<file path="src/rtl/updi_rx_deserializer_if.sv">
// Signal bundle between the raw UPDI line and the error handler.
// Line and enable go into the receiver; frame, valid, break and busy come out.
interface updi_rx_deserializer_if #(
   parameter int DATA_WIDTH = 12
);
   logic                  rx_in;
   logic                  enable;
   logic [DATA_WIDTH-1:0] data_out;
   logic                  valid_out;
   logic                  break_out;
   logic                  busy;

   modport master (
      output rx_in,
      output enable,
      input  data_out,
      input  valid_out,
      input  break_out,
      input  busy
   );

   modport slave (
      input  rx_in,
      input  enable,
      output data_out,
      output valid_out,
      output break_out,
      output busy
   );
endinterface

</file>
<file path="src/rtl/updi_rx_deserializer.sv">
// UPDI receive PHY: synchronizes the line, qualifies start bits at mid-bit and
// shifts each character LSB-first into a raw frame; all-zero frames flag a break.
module updi_rx_deserializer #(
   parameter int DATA_WIDTH   = 12,
   parameter int CLKS_PER_BIT = 16
) (
   input  logic                   clk,
   input  logic                   reset,
   updi_rx_deserializer_if.slave  bus
);
   localparam int CNT_W = $clog2(CLKS_PER_BIT);
   localparam int IDX_W = $clog2(DATA_WIDTH);

   localparam logic [CNT_W-1:0]      CNT_ZERO   = {CNT_W{1'b0}};
   localparam logic [CNT_W-1:0]      CNT_ONE    = CNT_W'(1);
   localparam logic [CNT_W-1:0]      HALF_LAST  = CNT_W'(CLKS_PER_BIT / 2 - 1);
   localparam logic [CNT_W-1:0]      BIT_LAST   = CNT_W'(CLKS_PER_BIT - 1);
   localparam logic [IDX_W-1:0]      IDX_ZERO   = {IDX_W{1'b0}};
   localparam logic [IDX_W-1:0]      IDX_ONE    = IDX_W'(1);
   localparam logic [IDX_W-1:0]      IDX_LAST   = IDX_W'(DATA_WIDTH - 1);
   localparam logic [DATA_WIDTH-1:0] FRAME_ZERO = {DATA_WIDTH{1'b0}};

   typedef enum logic [1:0] {
      IDLE  = 2'd0,
      START = 2'd1,
      DATA  = 2'd2
   } state_t;

   state_t                state_r, state_s;
   logic [1:0]            sync_r;
   logic                  rx_s;
   logic                  armed_r, armed_s;
   logic [CNT_W-1:0]      cnt_r, cnt_s;
   logic [IDX_W-1:0]      idx_r, idx_s;
   logic [DATA_WIDTH-1:0] frame_r, frame_s;
   logic [DATA_WIDTH-1:0] data_r, data_s;
   logic                  valid_r, valid_s;
   logic                  break_r, break_s;
   logic                  busy_r, busy_s;

   assign rx_s = sync_r[1];

   // Next-state, bit sampling and output decode
   always_comb begin
      state_s = state_r;
      cnt_s   = cnt_r;
      idx_s   = idx_r;
      frame_s = frame_r;
      data_s  = data_r;
      valid_s = 1'b0;
      break_s = 1'b0;
      armed_s = armed_r | rx_s;
      case (state_r)
         IDLE: begin
            cnt_s = CNT_ZERO;
            idx_s = IDX_ZERO;
            if (!rx_s && armed_r && bus.enable) begin
               state_s = START;
            end else begin
               state_s = IDLE;
            end
         end
         START: begin
            if (!bus.enable) begin
               state_s = IDLE;
               cnt_s   = CNT_ZERO;
            end else if (cnt_r == HALF_LAST) begin
               cnt_s = CNT_ZERO;
               // A high line at mid start bit is a glitch, not a character
               if (rx_s) begin
                  state_s = IDLE;
               end else begin
                  frame_s[0] = 1'b0;
                  idx_s      = IDX_ONE;
                  state_s    = DATA;
               end
            end else begin
               cnt_s = cnt_r + CNT_ONE;
            end
         end
         DATA: begin
            if (!bus.enable) begin
               state_s = IDLE;
               cnt_s   = CNT_ZERO;
               idx_s   = IDX_ZERO;
            end else if (cnt_r == BIT_LAST) begin
               cnt_s          = CNT_ZERO;
               frame_s[idx_r] = rx_s;
               idx_s          = idx_r + IDX_ONE;
               if (idx_r == IDX_LAST) begin
                  data_s  = frame_s;
                  valid_s = 1'b1;
                  break_s = (frame_s == FRAME_ZERO);
                  armed_s = 1'b0;
                  idx_s   = IDX_ZERO;
                  state_s = IDLE;
               end else begin
                  state_s = DATA;
               end
            end else begin
               cnt_s = cnt_r + CNT_ONE;
            end
         end
         default: begin
            state_s = IDLE;
            cnt_s   = CNT_ZERO;
            idx_s   = IDX_ZERO;
         end
      endcase
      busy_s = (state_s != IDLE);
   end

   // State, synchronizer and registered outputs
   always_ff @(posedge clk) begin
      if (reset) begin
         state_r <= IDLE;
         sync_r  <= 2'b11;
         armed_r <= 1'b0;
         cnt_r   <= CNT_ZERO;
         idx_r   <= IDX_ZERO;
         frame_r <= FRAME_ZERO;
         data_r  <= FRAME_ZERO;
         valid_r <= 1'b0;
         break_r <= 1'b0;
         busy_r  <= 1'b0;
      end else begin
         state_r <= state_s;
         sync_r  <= {sync_r[0], bus.rx_in};
         armed_r <= armed_s;
         cnt_r   <= cnt_s;
         idx_r   <= idx_s;
         frame_r <= frame_s;
         data_r  <= data_s;
         valid_r <= valid_s;
         break_r <= break_s;
         busy_r  <= busy_s;
      end
   end

   assign bus.data_out  = data_r;
   assign bus.valid_out = valid_r;
   assign bus.break_out = break_r;
   assign bus.busy      = busy_r;
endmodule

</file>
<file path="src/flat_wrapper.sv">
// flat-port wrapper written by rule: the top's interface ports become plain ports
module updi_rx_deserializer_flat 
#(
   parameter int DATA_WIDTH   = 12,
   parameter int CLKS_PER_BIT = 16
)
  (clk, reset, bus_rx_in, bus_enable, bus_data_out, bus_valid_out, bus_break_out, bus_busy);
  updi_rx_deserializer_if #(.DATA_WIDTH(DATA_WIDTH)) bus_i ();
  input  logic clk;
  input  logic reset;
  input wire logic [$bits(bus_i.rx_in)-1:0] bus_rx_in;
  input wire logic [$bits(bus_i.enable)-1:0] bus_enable;
  output wire logic [$bits(bus_i.data_out)-1:0] bus_data_out;
  output wire logic [$bits(bus_i.valid_out)-1:0] bus_valid_out;
  output wire logic [$bits(bus_i.break_out)-1:0] bus_break_out;
  output wire logic [$bits(bus_i.busy)-1:0] bus_busy;
  assign bus_i.rx_in = bus_rx_in;
  assign bus_i.enable = bus_enable;
  assign bus_data_out = bus_i.data_out;
  assign bus_valid_out = bus_i.valid_out;
  assign bus_break_out = bus_i.break_out;
  assign bus_busy = bus_i.busy;
  updi_rx_deserializer #(.DATA_WIDTH(DATA_WIDTH), .CLKS_PER_BIT(CLKS_PER_BIT)) u_core (.clk(clk), .reset(reset), .bus(bus_i));
endmodule
</file>
<file path="config.mk">
export PLATFORM = sky130hd
export DESIGN_NAME = updi_rx_deserializer_flat
export DESIGN_NICKNAME = d
export VERILOG_FILES = /design/src/rtl/updi_rx_deserializer_if.sv /design/src/rtl/updi_rx_deserializer.sv /design/src/flat_wrapper.sv
export SDC_FILE = /design/constraint.sdc
export NUM_CORES = 1
export LEC_CHECK = 0
export CAP_MARGIN = 20
export CELL_PAD_IN_SITES_DETAIL_PLACEMENT = 1
export CELL_PAD_IN_SITES_GLOBAL_PLACEMENT = 2
export CORE_MARGIN = 2
export CORE_UTILIZATION = 35
export CTS_CLUSTER_DIAMETER = 200
export CTS_CLUSTER_SIZE = 40
export DETAILED_ROUTE_END_ITERATION = 6
export GPL_ROUTABILITY_DRIVEN = 0
export PLACE_DENSITY_LB_ADDON = 0.1
export SYNTH_ARGS = -nofsm -noshare
export SYNTH_HDL_FRONTEND = slang
export SYNTH_SLANG_ARGS = --single-unit
</file>
<file path="constraint.sdc">
create_clock -name clk -period 2.1 [get_ports clk]
set_input_delay 0.42 -clock clk [delete_from_list [all_inputs] [get_ports clk]]
set_output_delay 0.42 -clock clk [all_outputs]
set_load 0.02 [all_outputs]
</file>
==> flow_summary.yaml, run 1 <==
hold_path:
  hp-class: "reg -> reg"
  hp-start: "u_core.sync_r[0]$_SDFF_PP1_"
grt:
  overflow: 0
  grt_util_all_layers: 0.1968
  antenna_found_initial: 0
  grt_pass1_wl_um: 9556
  grt_max_degree: 21
  grt_pass1_vias: 1911
logic_synthesis:
  synth-edff-count: 0
  synth_area_leaders: "dfxtp_1, mux2i_1, ha_1, o2bb2ai_1, a211oi_1"
  async_flop_share: 0
  synth-seq-area-share: 0.4056
  syn-instance-count: 207
  synth_top_area_share: 0.4056
  ys_types: 48
  yosys.area.top_type: "dfxtp_1"
  yosysWarnings: 0
  synth-seq-cells: 40
  synth_area_mm2: 0.001974
  avgSynthCellArea_um2: 9.538
  synth_nets: 220
  ys.flop_type: "dfxtp_1"
route:
  dr_wl_met3_um: 135
  drt_wl_total_um: 5442
  routed.top_layer: "met4"
  vias_per_cell: 5.419
  wl_per_cell_um: 17.67
  drc_errors: 0
  final_antenna_net_count: 0
  vias: 1669
  drt_iter0_drc: 136
  dr.pass1.iters: 4
  wl_met2_um: 2693
  wl_met1_um: 2539
placed_design:
  hpwlAfterDp_um: 4003
  dp.cells: 299
  place_area_mm2: 0.002283
  post-place-ws_ns: -0.1352
  port_buffers: 18
die:
  initial_utilization: 0.3608
  die_area_mm2: 0.006258
  fp.dieH_um: 79.11
  pin_count: 19
  row_count: 27
  core_mm2: 0.005473
  die_width_um: 79.11
sta:
  timing.slew.headroom: 0.6557
  worstMarginPinSlew_ns: 0.5158
  fin_tns_setup_ns: 0
  timing.final.crit_share: 0.9082
  max_freq_mhz: 524.3
  skew_ns: 0.008160
  hold_ws_ns: 0.4186
  min_period_ns: 1.907
  setup_slack_ns: 0.1927
  setup_violations: 0
  final-max-slew-violation-count: 0
  hold_viol: 0
  rsz0062_at_grt: "false"
final_layout:
  areaGrowthSynthToFinish_pct: 20.79
  drive_gt1_frac: 0.1356
  insertedDiodeCount: 0
  final_common_cell: "dfxtp_1"
  regArea_um2: 800.8
  layoutNonFillerInstCount: 308
  multiInputGateArea_mm2: 0.001084
  most-common-layout-cells: "dfxtp_1, clkdlybuf4s50_1, nor2_1, nand2_1"
  finish.instance_area_mm2: 0.002385
  layout.nets: 248
  n_fill_cell: 651
  utilization: 0.4358
clock_tree:
  htreeDepth: 2
  cts_buffers: 5
  clk_pin_slew_ns: 0.08
  cts-hold-fix-buffers: 0
  cts_buffer_depth: 2
  clk_latency_ns: 0.30
  cts_sinks: 40
  cts_tree: "yes"
  ctsRootBufferMaster: "clkbuf_8"
  postCtsSetupBuffers: 0
  post_cts_resized: 0
setup_path:
  path_delay_family: "simple AND/OR/NAND/NOR gates"
  crit_type: "reg -> reg"
  startpoint: "u_core.idx_r[1]$_SDFFE_PP0P_"
  r2r_start: "u_core.idx_r[1]$_SDFFE_PP0P_"
  critical-path-max-stage-delay_ns: 0.46
  arrival_ns: 2.12
  endpoint_kind: "flop"
  critPathLaunchType: "flop"
  crit_buf_inv: 1
  cp.required_ns: 2.32
  path_max_fanout: 6
  critical_path.cell_chain: "ha_1 -> buf_4 -> or3b_2 -> nor3b_1 -> a21oi_1 -> nor4_1"
  slowest_stage: "or3b_2"
power_and_ir_drop:
  leakage_nw: 0.8827
  power_density_mw_per_mm2: 569.5
  peakVddDrop_mv: 0.3471
  power_mw: 1.358
status:
  status: "completed"
flow_run:
  cap_violations: 0
==> Yosys cell counts, drive strengths merged (2+ instances only) <==
library cell and n:
o21ai 3, a21oi 5, clkbuf 5, a211oi 10, nor3b 5, nand3 8
o221ai 2, nand3b 6, nand2b 2, inv 7, nor3 5, nor4 3
dfxtp 40, o22ai 2, a31oi 2, a22o 3, buf 4, o21a 3
mux2 4, o2bb2ai 10, xor2 2, or2 2, nand2 14, ha 9
and3 3, nor2b 6, nor2 17, mux2i 12
==> cell type report <==
type	count	share of cell area
multi-input cells	150	0.4544
inverters	7	0.01102
well taps	72	0.03778
clock buffers	7	0.03620
clock inverters	1	0.003148
flip-flops and latches	40	0.3358
repair buffers	31	0.1217
==> logic make-up (layout without fill, tap and decap cells) <==
family / Yosys count / in the layout / share of synthesized area
mux: 16 / 16 / 0.08365
buf+inv: 17 / 46 / 0.04563
xor+xnor: 2 / 2 / 0.008874
fa+ha+maj: 9 / 9 / 0.05704
flops: 40 / 40 / 0.4056
compound gates: 46 / 46 / 0.1774
simple gates: 77 / 77 / 0.2218
==> routing by layer <==
layer,track usage,vias to the layer above
met4,0.05690,0
li1,-,811
met2,0.3347,20
met5,0,-
met3,0.04545,6
met1,0.2484,832
==> sequential cells by signal, indices dropped and copies added (netlist names) <==
register	flops
u_core.bus.break_out	1
u_core.bus.busy	1
u_core.frame_r	12
u_core.armed_r	1
u_core.bus.data_out	12
u_core.sync_r	2
u_core.bus.valid_out	1
u_core.state_r	2
u_core.idx_r	4
u_core.cnt_r	4
==> path summary, 6_finish.rpt <==
kind	to	slack, ns	cells after the start
min	u_core.sync_r[1]$_SDFF_PP1_	0.42	1
min reg2reg	u_core.sync_r[1]$_SDFF_PP1_	0.42	1
max	u_core.bus.break_out$_SDFF_PP0_	0.19	6
max reg2reg	u_core.bus.break_out$_SDFF_PP0_	0.19	6
==> report_power, final <==
group	internal [mW]	leakage, nW	switching, mW
Clock	0.267	0.0445	0.284
Sequential	0.761	0.323	0.00387
Combinational	0.0175	0.515	0.0248
Total	1.05	0.883	0.313
Note: power is estimated with default switching activity, not from simulation.
==> inputs of run 2 (changes only) <==
Settings changed: CORE_UTILIZATION 35 to 37, CTS_BUF_LIST set to sky130_fd_sc_hd__clkbuf_2 sky130_fd_sc_hd__clkbuf_4 sky130_fd_sc_hd__clkbuf_8, TNS_END_PERCENT set to 5.
==> flow_summary.yaml, run 2 (synthesis results as in run 1) <==
sta:
  timing.slew.headroom: 0.6505
  min_period_ns: 1.890
  setup_slack_ns: 0.2103
  max_freq_mhz: 529.2
  setup_violations: 0
  final-max-slew-violation-count: 0
  rsz0062_at_grt: "false"
  skew_ns: 0.006230
  worstMarginPinSlew_ns: 0.5235
  timing.final.crit_share: 0.8998
  fin_tns_setup_ns: 0
  hold_viol: 0
route:
  drt_wl_total_um: 5256
  wl_per_cell_um: 17.29
  dr.pass1.iters: 4
  drt_iter0_drc: 28
  drc_errors: 0
  final_antenna_net_count: 0
  vias_per_cell: 5.408
  vias: 1644
clock_tree:
  cts_sinks: 40
  ctsRootBufferMaster: "clkbuf_8"
  clk_latency_ns: 0.30
  cts-hold-fix-buffers: 0
  postCtsSetupBuffers: 0
  clk_pin_slew_ns: 0.08
  post_cts_resized: 0
  cts_buffer_depth: 2
  cts_tree: "yes"
  htreeDepth: 2
  cts_buffers: 5
final_layout:
  layout.nets: 246
  areaGrowthSynthToFinish_pct: 21.55
  finish.instance_area_mm2: 0.002400
  drive_gt1_frac: 0.1368
  final_common_cell: "dfxtp_1"
  layoutNonFillerInstCount: 304
  most-common-layout-cells: "dfxtp_1, clkdlybuf4s50_1, nor2_1, nand2_1, mux2i_1"
  insertedDiodeCount: 0
placed_design:
  dp.cells: 296
  post-place-ws_ns: 0.04819
  hpwlAfterDp_um: 3865
  place_area_mm2: 0.002286
  port_buffers: 18
power_and_ir_drop:
  peakVddDrop_mv: 0.4130
  power_density_mw_per_mm2: 602.5
  leakage_nw: 0.8856
  power_mw: 1.446
status:
  status: "completed"
flow_run:
  cap_violations: 0
setup_path:
  endpoint_kind: "flop"
  critPathLaunchType: "flop"
  crit_type: "reg -> reg"
  critical-path-max-stage-delay_ns: 0.49
  slowest_stage: "or3b_2"
  arrival_ns: 2.09
  cp.required_ns: 2.30
  path_max_fanout: 7
  startpoint: "u_core.idx_r[0]$_SDFFE_PP0P_"
  critical_path.cell_chain: "ha_1 -> or3b_2 -> nor3b_1 -> a21oi_1 -> nor4_1"
  r2r_start: "u_core.idx_r[0]$_SDFFE_PP0P_"
hold_path:
  hp-start: "u_core.sync_r[0]$_SDFF_PP1_"
  hp-class: "reg -> reg"
grt:
  overflow: 0
  grt_pass1_vias: 1820
  grt_util_all_layers: 0.1915
  antenna_found_initial: 0
  grt_pass1_wl_um: 8990
  grt_max_degree: 21
die:
  die_area_mm2: 0.005937
  core_mm2: 0.005140
  die_width_um: 77.05
  row_count: 26
  pin_count: 19
  fp.dieH_um: 77.05
  initial_utilization: 0.3841
-- run 2: critical path, delay by kind of cell (launching register included) --
| kind | cells | cell delay [ns] |
|---|---|---|
| AO/OA/AOI/OAI | 1 | 0.07 |
| adder cells (fa/ha/maj) | 1 | 0.34 |
| flip-flops | 1 | 0.44 |
| AND/OR/NAND/NOR | 3 | 0.94 |
-- run 2: layout make-up --
class                           count  area [um2]
Clock buffer                        5       68.82
Clock inverter                      3       42.54
Fill cell                         622        2740
Inverter                            7       26.28
Multi-Input combinational cell    150        1086
Sequential cell                    40       800.8
Tap cell                           70       87.58
Timing Repair Buffer               29       287.8
-- run 2: final timing paths --
| check | endpoint | slack [ns] | cells past startpoint |
|---|---|---|---|
| max | u_core.bus.break_out$_SDFF_PP0_ | 0.21 | 5 |
| min | u_core.sync_r[1]$_SDFF_PP1_ | 0.42 | 1 |
| max reg2reg | u_core.bus.break_out$_SDFF_PP0_ | 0.21 | 5 |
| min reg2reg | u_core.sync_r[1]$_SDFF_PP1_ | 0.42 | 1 |
-- run 2: routing by layer --
metal,vias to the layer above,GRT usage,share of wire
met5,-,0,0
met4,0,0.07679,0.017
li1,810,-,-
met1,806,0.2238,0.44
met3,8,0.04118,0.022
met2,20,0.3395,0.52
-- run 2: power breakdown --
group	leakage (nW)	total, mW	internal (mW)	switching (mW)
clock	0.0541	0.633	0.352	0.281
sequential	0.323	0.765	0.761	0.00422
combinational	0.509	0.0478	0.0212	0.0266
total	0.886	1.45	1.13	0.312
-- run 2: stage by stage --
stage            util  hold slack, ns
2_1_floorplan       -          0.3895
6_report       0.4669          0.4203
3_3_place_gp   0.4447          0.3963
5_1_grt        0.4669          0.4351
3_5_place_dp   0.4447          0.3967
4_1_cts        0.4664          0.4230
